### config.mk
export PLATFORM = sky130hd
export DESIGN_NAME = ro_count_reader
export DESIGN_NICKNAME = d
export VERILOG_FILES = /design/src/rtl/ro_count_reader.sv
export SDC_FILE = /design/constraint.sdc
export NUM_CORES = 1
export LEC_CHECK = 0
export ABC_AREA = 1
export CAP_MARGIN = 10
export CORE_MARGIN = 2
export CORE_UTILIZATION = 55
export CTS_BUF_LIST = sky130_fd_sc_hd__clkbuf_4 sky130_fd_sc_hd__clkbuf_8
export CTS_CLUSTER_DIAMETER = 30
export DETAILED_ROUTE_END_ITERATION = 6
export GPL_ROUTABILITY_DRIVEN = 1
export HOLD_SLACK_MARGIN = 0.03
export PLACE_DENSITY = 0.8
export SLEW_MARGIN = 10
export SYNTH_ARGS = -nofsm -noshare
export SYNTH_HDL_FRONTEND = slang
export SYNTH_SLANG_ARGS = --single-unit
### constraint.sdc
create_clock -name clk -period 3.1 [get_ports clk]
set_input_delay 0.62 -clock clk [delete_from_list [all_inputs] [get_ports clk]]
set_output_delay 0.62 -clock clk [all_outputs]
set_load 0.02 [all_outputs]
### src/rtl/ro_count_reader.sv
// Measurement-window controller for the ring-oscillator edge counter: clears it, samples a
// fixed window, extends the 8-bit count with a wrap counter. Define RO_READER_CONT_EN for free-running mode.
module ro_count_reader #(
  parameter int unsigned WINDOW   = 100,
  parameter int unsigned RESULT_W = 16
) (
  input  logic                clk,
  input  logic                rst_n,
  input  logic                start,
  input  logic [7:0]          count,
  output logic                cnt_rst_n,
  output logic                busy,
  output logic                valid,
  output logic [RESULT_W-1:0] result,
  output logic                ovf
);

  localparam int unsigned WRAP_W = RESULT_W - 8;
  localparam logic [15:0] WIN_LAST = 16'(WINDOW - 1);

  typedef enum logic [1:0] {IDLE, CLEAR, MEASURE, DONE} state_t;

  state_t            state_reg;
  logic              clr_phase_reg;
  logic [15:0]       win_cnt_reg;
  logic [7:0]        prev_reg;
  logic [WRAP_W-1:0] wraps_reg;
  logic              ovf_flag_reg;

  logic              wrap_hit;
  logic              wrap_sat;
  logic [WRAP_W-1:0] wraps_next;
  logic              ovf_flag_next;

  // A decrease between consecutive samples means the 8-bit counter rolled over once.
  always_comb begin
    wrap_hit      = (count < prev_reg);
    wrap_sat      = &wraps_reg;
    wraps_next    = wraps_reg;
    ovf_flag_next = ovf_flag_reg;
    if (wrap_hit) begin
      if (wrap_sat) ovf_flag_next = 1'b1;
      else          wraps_next    = wraps_reg + 1'b1;
    end
  end

  always_ff @(posedge clk) begin
    if (!rst_n) begin
      state_reg     <= IDLE;
      clr_phase_reg <= 1'b0;
      win_cnt_reg   <= '0;
      prev_reg      <= '0;
      wraps_reg     <= '0;
      ovf_flag_reg  <= 1'b0;
      cnt_rst_n     <= 1'b1;
      busy          <= 1'b0;
      valid         <= 1'b0;
      result        <= '0;
      ovf           <= 1'b0;
    end else begin
      valid <= 1'b0;
      case (state_reg)
        IDLE: begin
          if (start) begin
            state_reg     <= CLEAR;
            clr_phase_reg <= 1'b0;
            cnt_rst_n     <= 1'b0;
            busy          <= 1'b1;
          end
        end
        CLEAR: begin
          win_cnt_reg   <= '0;
          prev_reg      <= '0;
          wraps_reg     <= '0;
          ovf_flag_reg  <= 1'b0;
          clr_phase_reg <= 1'b1;
          if (clr_phase_reg) begin
            state_reg <= MEASURE;
            cnt_rst_n <= 1'b1;
          end
        end
        MEASURE: begin
          prev_reg     <= count;
          wraps_reg    <= wraps_next;
          ovf_flag_reg <= ovf_flag_next;
          win_cnt_reg  <= win_cnt_reg + 16'd1;
          if (win_cnt_reg == WIN_LAST) begin
            state_reg <= DONE;
            valid     <= 1'b1;
            busy      <= 1'b0;
            result    <= ovf_flag_next ? '1 : {wraps_next, count};
            ovf       <= ovf_flag_next;
          end
        end
        DONE: begin
`ifdef RO_READER_CONT_EN
          state_reg     <= CLEAR;
          clr_phase_reg <= 1'b0;
          cnt_rst_n     <= 1'b0;
          busy          <= 1'b1;
`else
          state_reg <= IDLE;
`endif
        end
        default: state_reg <= IDLE;
      endcase
    end
  end

endmodule

Yosys cells after proc, flatten, opt, wreduce, memory -nomap -nowiden
Cells that the tools add are included. Widths: inputs -> output; s select.

Register bits after elaboration: 56. Bits in latches: 0. RAM bits: 0. Bits in read-only memories: 0. Input port bits: 11. Word-level logic and storage cells: 53. Memories: 0.

Add/subtract/negate cells: 2. $mul: 0. Div/mod/pow operators: 0. Magnitude comparators: 1. Equal/unequal tests: 7. Shift-type cells: 0. Mux-type cells: 21. Bitwise logic cells: 0. Reductions and logical operators: 11.

Operator list (number): $pmux 16 s2 (1); $pmux 8 s2 (2); $add 16x1->16 const B (1); $eq 16x7->1 const B (1); $mux 16 (1); $mux 8 (2); $reduce_and 3->1 (3); $add 8x1->8 const B (1); $lt 8x8->1 (1); $pmux 1 s2 (4); $pmux 2 s4 (1); $reduce_and 8->1 (1); $mux 1 (7); $mux 2 (3); $ne 2x2->1 const B (3); $reduce_and 2->1 (3); $reduce_bool 2->1 (3); $eq 2x2->1 const B (2); $eq 2x1->1 const B (1); $logic_not 2->1 (1).

Longest topological paths before layout
Word-level depth: 4. Depth in mapped cells: 14.

Least setup slack after synthesis
No wires, ideal clock.

Path kind: in2reg. From: input port count[7]. To: register result[10]. Arrival time: 1.691 ns. Data required time: 2.983 ns. Path slack: 1.292 ns. Stages: 11. Path buffers: 0. Path through: ha_1 -> nand2_1 -> inv_2 -> nand2_1 -> nand3_4 -> nor2_2 -> nand2_1 -> nand2_1 -> nand2_1 -> nor2_1 -> nor2_1.

Cells in the longest elaborated chain, start to end: 3. Elaborated cells between the ends (all ways): 4. Those cells by class: order compare (1); mux (3).

RTL lines: from (decl) (RTL line 10) `input logic [7:0] count,`; $lt 8x8->1 (*) (RTL line 37) `wrap_hit = (count < prev_reg);`; $mux 8 or $mux 1 (tied branches) (RTL line 41) `if (wrap_hit) begin`; $mux 16 (*) (RTL line 91) `result <= ovf_flag_next ? '1 : {wraps_next, count};`; to (signal assigned) (RTL line 91); to (decl) (RTL line 14) `output logic [RESULT_W-1:0] result,`.

Every way passes the cells marked *; elsewhere a longest branch is shown, timed or not. A chain may end at the register's enable or synchronous reset.

Worst setup path in the final report
From: input port count[3]. To: register result[10].

Same word-level chain as after synthesis.

==> out/metrics.cfg <==
[logic_synthesis]
mean_cell_area_of_the_mapped_netlist_um2 = 6.964
synth.area.top_cells = sky130_fd_sc_hd__dfxtp_1 (35%), sky130_fd_sc_hd__nand2_1 (14%), sky130_fd_sc_hd__inv_1 (7.0%), sky130_fd_sc_hd__nand3_1 (5.5%), sky130_fd_sc_hd__a21oi_1 (5.4%)
post_synth_inst_count = 454
synth_largest_area_cell = sky130_fd_sc_hd__dfxtp_1
synthesis.yosys.warnings = 0
syn_nets = 477
synth.top_cell.area_share = 0.3546
syn_area_mm2 = 0.003162
synth.yosys.seq_area_share = 0.3546
postSynthRegisterBits = 56
synth.distinct_cells = 35

[cts]
tritoncts = built
worstSkewPairLatency_ns = 0.31
cts_resized = 0
cts_hold_buffers = 0
cts_root_buffer = sky130_fd_sc_hd__clkbuf_8
clock_path_buffers = 2
numCtsBuffers = 5
ctsHtreeMaxLevel = 2
post-cts-setup-buffer-count = 0
cts.sink_count = 56
clkTransAtPathRegs_ns = 0.10

[global_route]
grt_start_max_net_pins = 25
grt_pass1_wl_mm = 12.33
grt.total_usage = 0.2407
grt_pass1_vias = 2840
grt_remaining_overflow = 0
antenna_found_initial = 0

[routing]
antenna_violating_nets_post_route = 0
drt-initial-drc-count = 164
postRouteWirelength_mm = 6.985
post-route-drc-count = 0
met2_length_mm = 3.402
drt-pass1-iter-count = 4
routed_via_density = 5.204
top_layer_used = met4
num_vias = 2878
wl_met3_um = 224
drt-wirelength-per-cell_um = 12.63
drt-met1-wl_mm = 3.210

[worst_setup_path]
rrSetupSlack_ns = 0.96
reg2reg_from = state_reg[1]$_SDFFE_PN0P_
cp_max_fo = 18
worstSetupPathType = in -> reg
reg2reg_depth = 7
worst-endpoint-arrival_ns = 2.45
endpoint_kind = register
critical_path.reg2reg.endpoint = win_cnt_reg[12]$_SDFFE_PN0P_
timing.critical_path.from_type = input port
critical_path_required_ns = 3.31

[sta]
tightest_slew_ns = 0.8203
finalClockSkew_ns = 0.009269
count_of_final_hold_check_violations = 0
min_period_over_period = 0.7232
setup_repair_after_global_routing_missed_its_margin = false
finalMaxSlewViolations = 0
final_period_minus_worst_setup_slack_ns = 2.242
finalSetupTns_ns = 0
slew_headroom = 0.4526
finalSetupViolCount = 0
maxClockFrequency_mhz = 446.1

[die]
design.core.area_mm2 = 0.005540
die_h_um = 79.82
die_area_mm2 = 0.006371
placement_rows = 27
number_of_top_level_design_ports = 31
initial_utilization = 0.5707
floorplan.die.width_um = 79.82

[place]
globalplace.congestion = 0.8355
placedCellCount = 545
placed_wire_length_estimate_mm = 5.096
placement.io_buffers = 30
post_dp_cell_area_mm2 = 0.003491

[min_path]
hp-class = reg -> reg
min-delay-start = prev_reg[5]$_SDFFE_PN0P_
timing.hold.worst_path_depth = 2
worstHoldEndpoint = prev_reg[5]$_SDFFE_PN0P_

[final_layout]
areaGrowthSynthToFinish_pct = 14.05
stdcell_count = 553
regArea_mm2 = 0.001121
most_used_cells_in_the_layout_excluding_fill_and_tap_cells = sky130_fd_sc_hd__nand2_1 (122), sky130_fd_sc_hd__inv_1 (59), sky130_fd_sc_hd__dfxtp_1 (56)
fillCellCount = 510
layout-drive-gt1-share = 0.1102
layout.nets = 503
design_area_mm2 = 0.003606
multi_input_area_mm2 = 0.001677
antennaDiodeCount = 0
layout.cells.most_common = sky130_fd_sc_hd__nand2_1

[status]
run_status = finished, final reports clean

[power_and_ir_drop]
powerDensity_mw_per_mm2 = 504.6
p_leak_nw = 1.595
irDropWorstVdd_uv = 410.2
finalPower_mw = 1.820

[run]
cap_viol_max_count = 0

==> cell type report <==
cell class / count / share of cell area
Clock inverter: 2 / 0.01076
Multi-Input combinational cell: 309 / 0.4650
Clock buffer: 6 / 0.02117
Tap cell: 72 / 0.02498
Sequential cell: 56 / 0.3109
Timing Repair Buffer: 32 / 0.08744
Inverter: 76 / 0.07981
==> where the power goes <==
group,switching (mW),internal (mW),leakage (nW)
Combinational,0.363,0.161,1.08
Clock,0.248,0.253,0.0592
Sequential,0.0305,0.764,0.452
==> metal layers <==
layer	GRT usage	vias to the layer above
met5	0	-
met4	0.09153	0
met3	0.03620	15
met2	0.4176	53
met1	0.3003	1312
li1	-	1498
==> per-stage QoR <==
step | worst slack (ns) | hold WS [ns] | utilization
finish | 0.8581 | 0.4701 | 0.6509
global route | 0.6969 | 0.5057 | 0.6509
CTS | 0.8648 | 0.4722 | 0.6509
detailed placement | 0.5674 | 0.4567 | 0.6301
global placement | 0.6463 | 0.4491 | 0.6301
floorplan | 1.292 | 0.4437 | -
==> cells by family after synthesis <==
logic type / synth area share
AND/OR/NAND/NOR: 0.3660
buffers and inverters: 0.1152
AO/OA/AOI/OAI: 0.1167
flip-flops: 0.3546
adder cells (fa/ha/maj): 0.04749
==> cells in the mapped netlist <==
cell	instances
sky130_fd_sc_hd__nand3_4	3
sky130_fd_sc_hd__nor2_4	5
sky130_fd_sc_hd__dfxtp_1	56
sky130_fd_sc_hd__o21a_1	9
sky130_fd_sc_hd__o21ai_0	9
sky130_fd_sc_hd__nand2_1	122
sky130_fd_sc_hd__nand2_2	6
sky130_fd_sc_hd__a21oi_2	1
sky130_fd_sc_hd__nand3_1	35
sky130_fd_sc_hd__nand4_1	14
sky130_fd_sc_hd__nand2_4	3
sky130_fd_sc_hd__inv_4	1
sky130_fd_sc_hd__a31oi_1	1
sky130_fd_sc_hd__buf_4	2
sky130_fd_sc_hd__ha_1	12
sky130_fd_sc_hd__nand3_2	4
sky130_fd_sc_hd__clkbuf_1	5
sky130_fd_sc_hd__nor4_4	1
sky130_fd_sc_hd__inv_2	10
sky130_fd_sc_hd__nor3_4	1
sky130_fd_sc_hd__nor2_2	5
sky130_fd_sc_hd__nor3_2	1
sky130_fd_sc_hd__o311ai_0	1
sky130_fd_sc_hd__o21ai_1	8
sky130_fd_sc_hd__buf_2	4
sky130_fd_sc_hd__nor2_1	27
sky130_fd_sc_hd__nor2_8	1
sky130_fd_sc_hd__inv_1	59
sky130_fd_sc_hd__or2_2	1
sky130_fd_sc_hd__buf_6	2
sky130_fd_sc_hd__a211oi_1	2
sky130_fd_sc_hd__nor3_1	2
sky130_fd_sc_hd__a21oi_1	34
sky130_fd_sc_hd__o211ai_1	1
sky130_fd_sc_hd__clkinv_1	6
==> worst max-delay path, stage by stage <==
cell and delay [ns]:
sky130_fd_sc_hd__clkdlybuf4s50_1 0.45, sky130_fd_sc_hd__ha_1 0.32, sky130_fd_sc_hd__nand2_1 0.09, sky130_fd_sc_hd__inv_1 0.06
sky130_fd_sc_hd__nand2_1 0.06, sky130_fd_sc_hd__nand2_1 0.05, sky130_fd_sc_hd__nand2_1 0.15, sky130_fd_sc_hd__buf_4 0.27
sky130_fd_sc_hd__nand2_1 0.11, sky130_fd_sc_hd__nand2_1 0.08, sky130_fd_sc_hd__nand2_1 0.05, sky130_fd_sc_hd__nor2_1 0.09
sky130_fd_sc_hd__nor2_1 0.04
==> worst max path at each step <==
stage / end / slack, ns / from / cells past startpoint
after floorplan: result[10]$_SDFFE_PN0P_ / 1.29 / count[7] / 11
after global placement: result[9]$_SDFFE_PN0P_ / 0.65 / count[1] / 13
after detailed placement: result[10]$_SDFFE_PN0P_ / 0.57 / count[3] / 13
after CTS: result[10]$_SDFFE_PN0P_ / 0.86 / count[3] / 13
after global routing: result[15]$_SDFFE_PN0P_ / 0.70 / count[3] / 13
final: result[10]$_SDFFE_PN0P_ / 0.86 / count[3] / 13
Note: power is estimated with default switching activity, not from simulation.
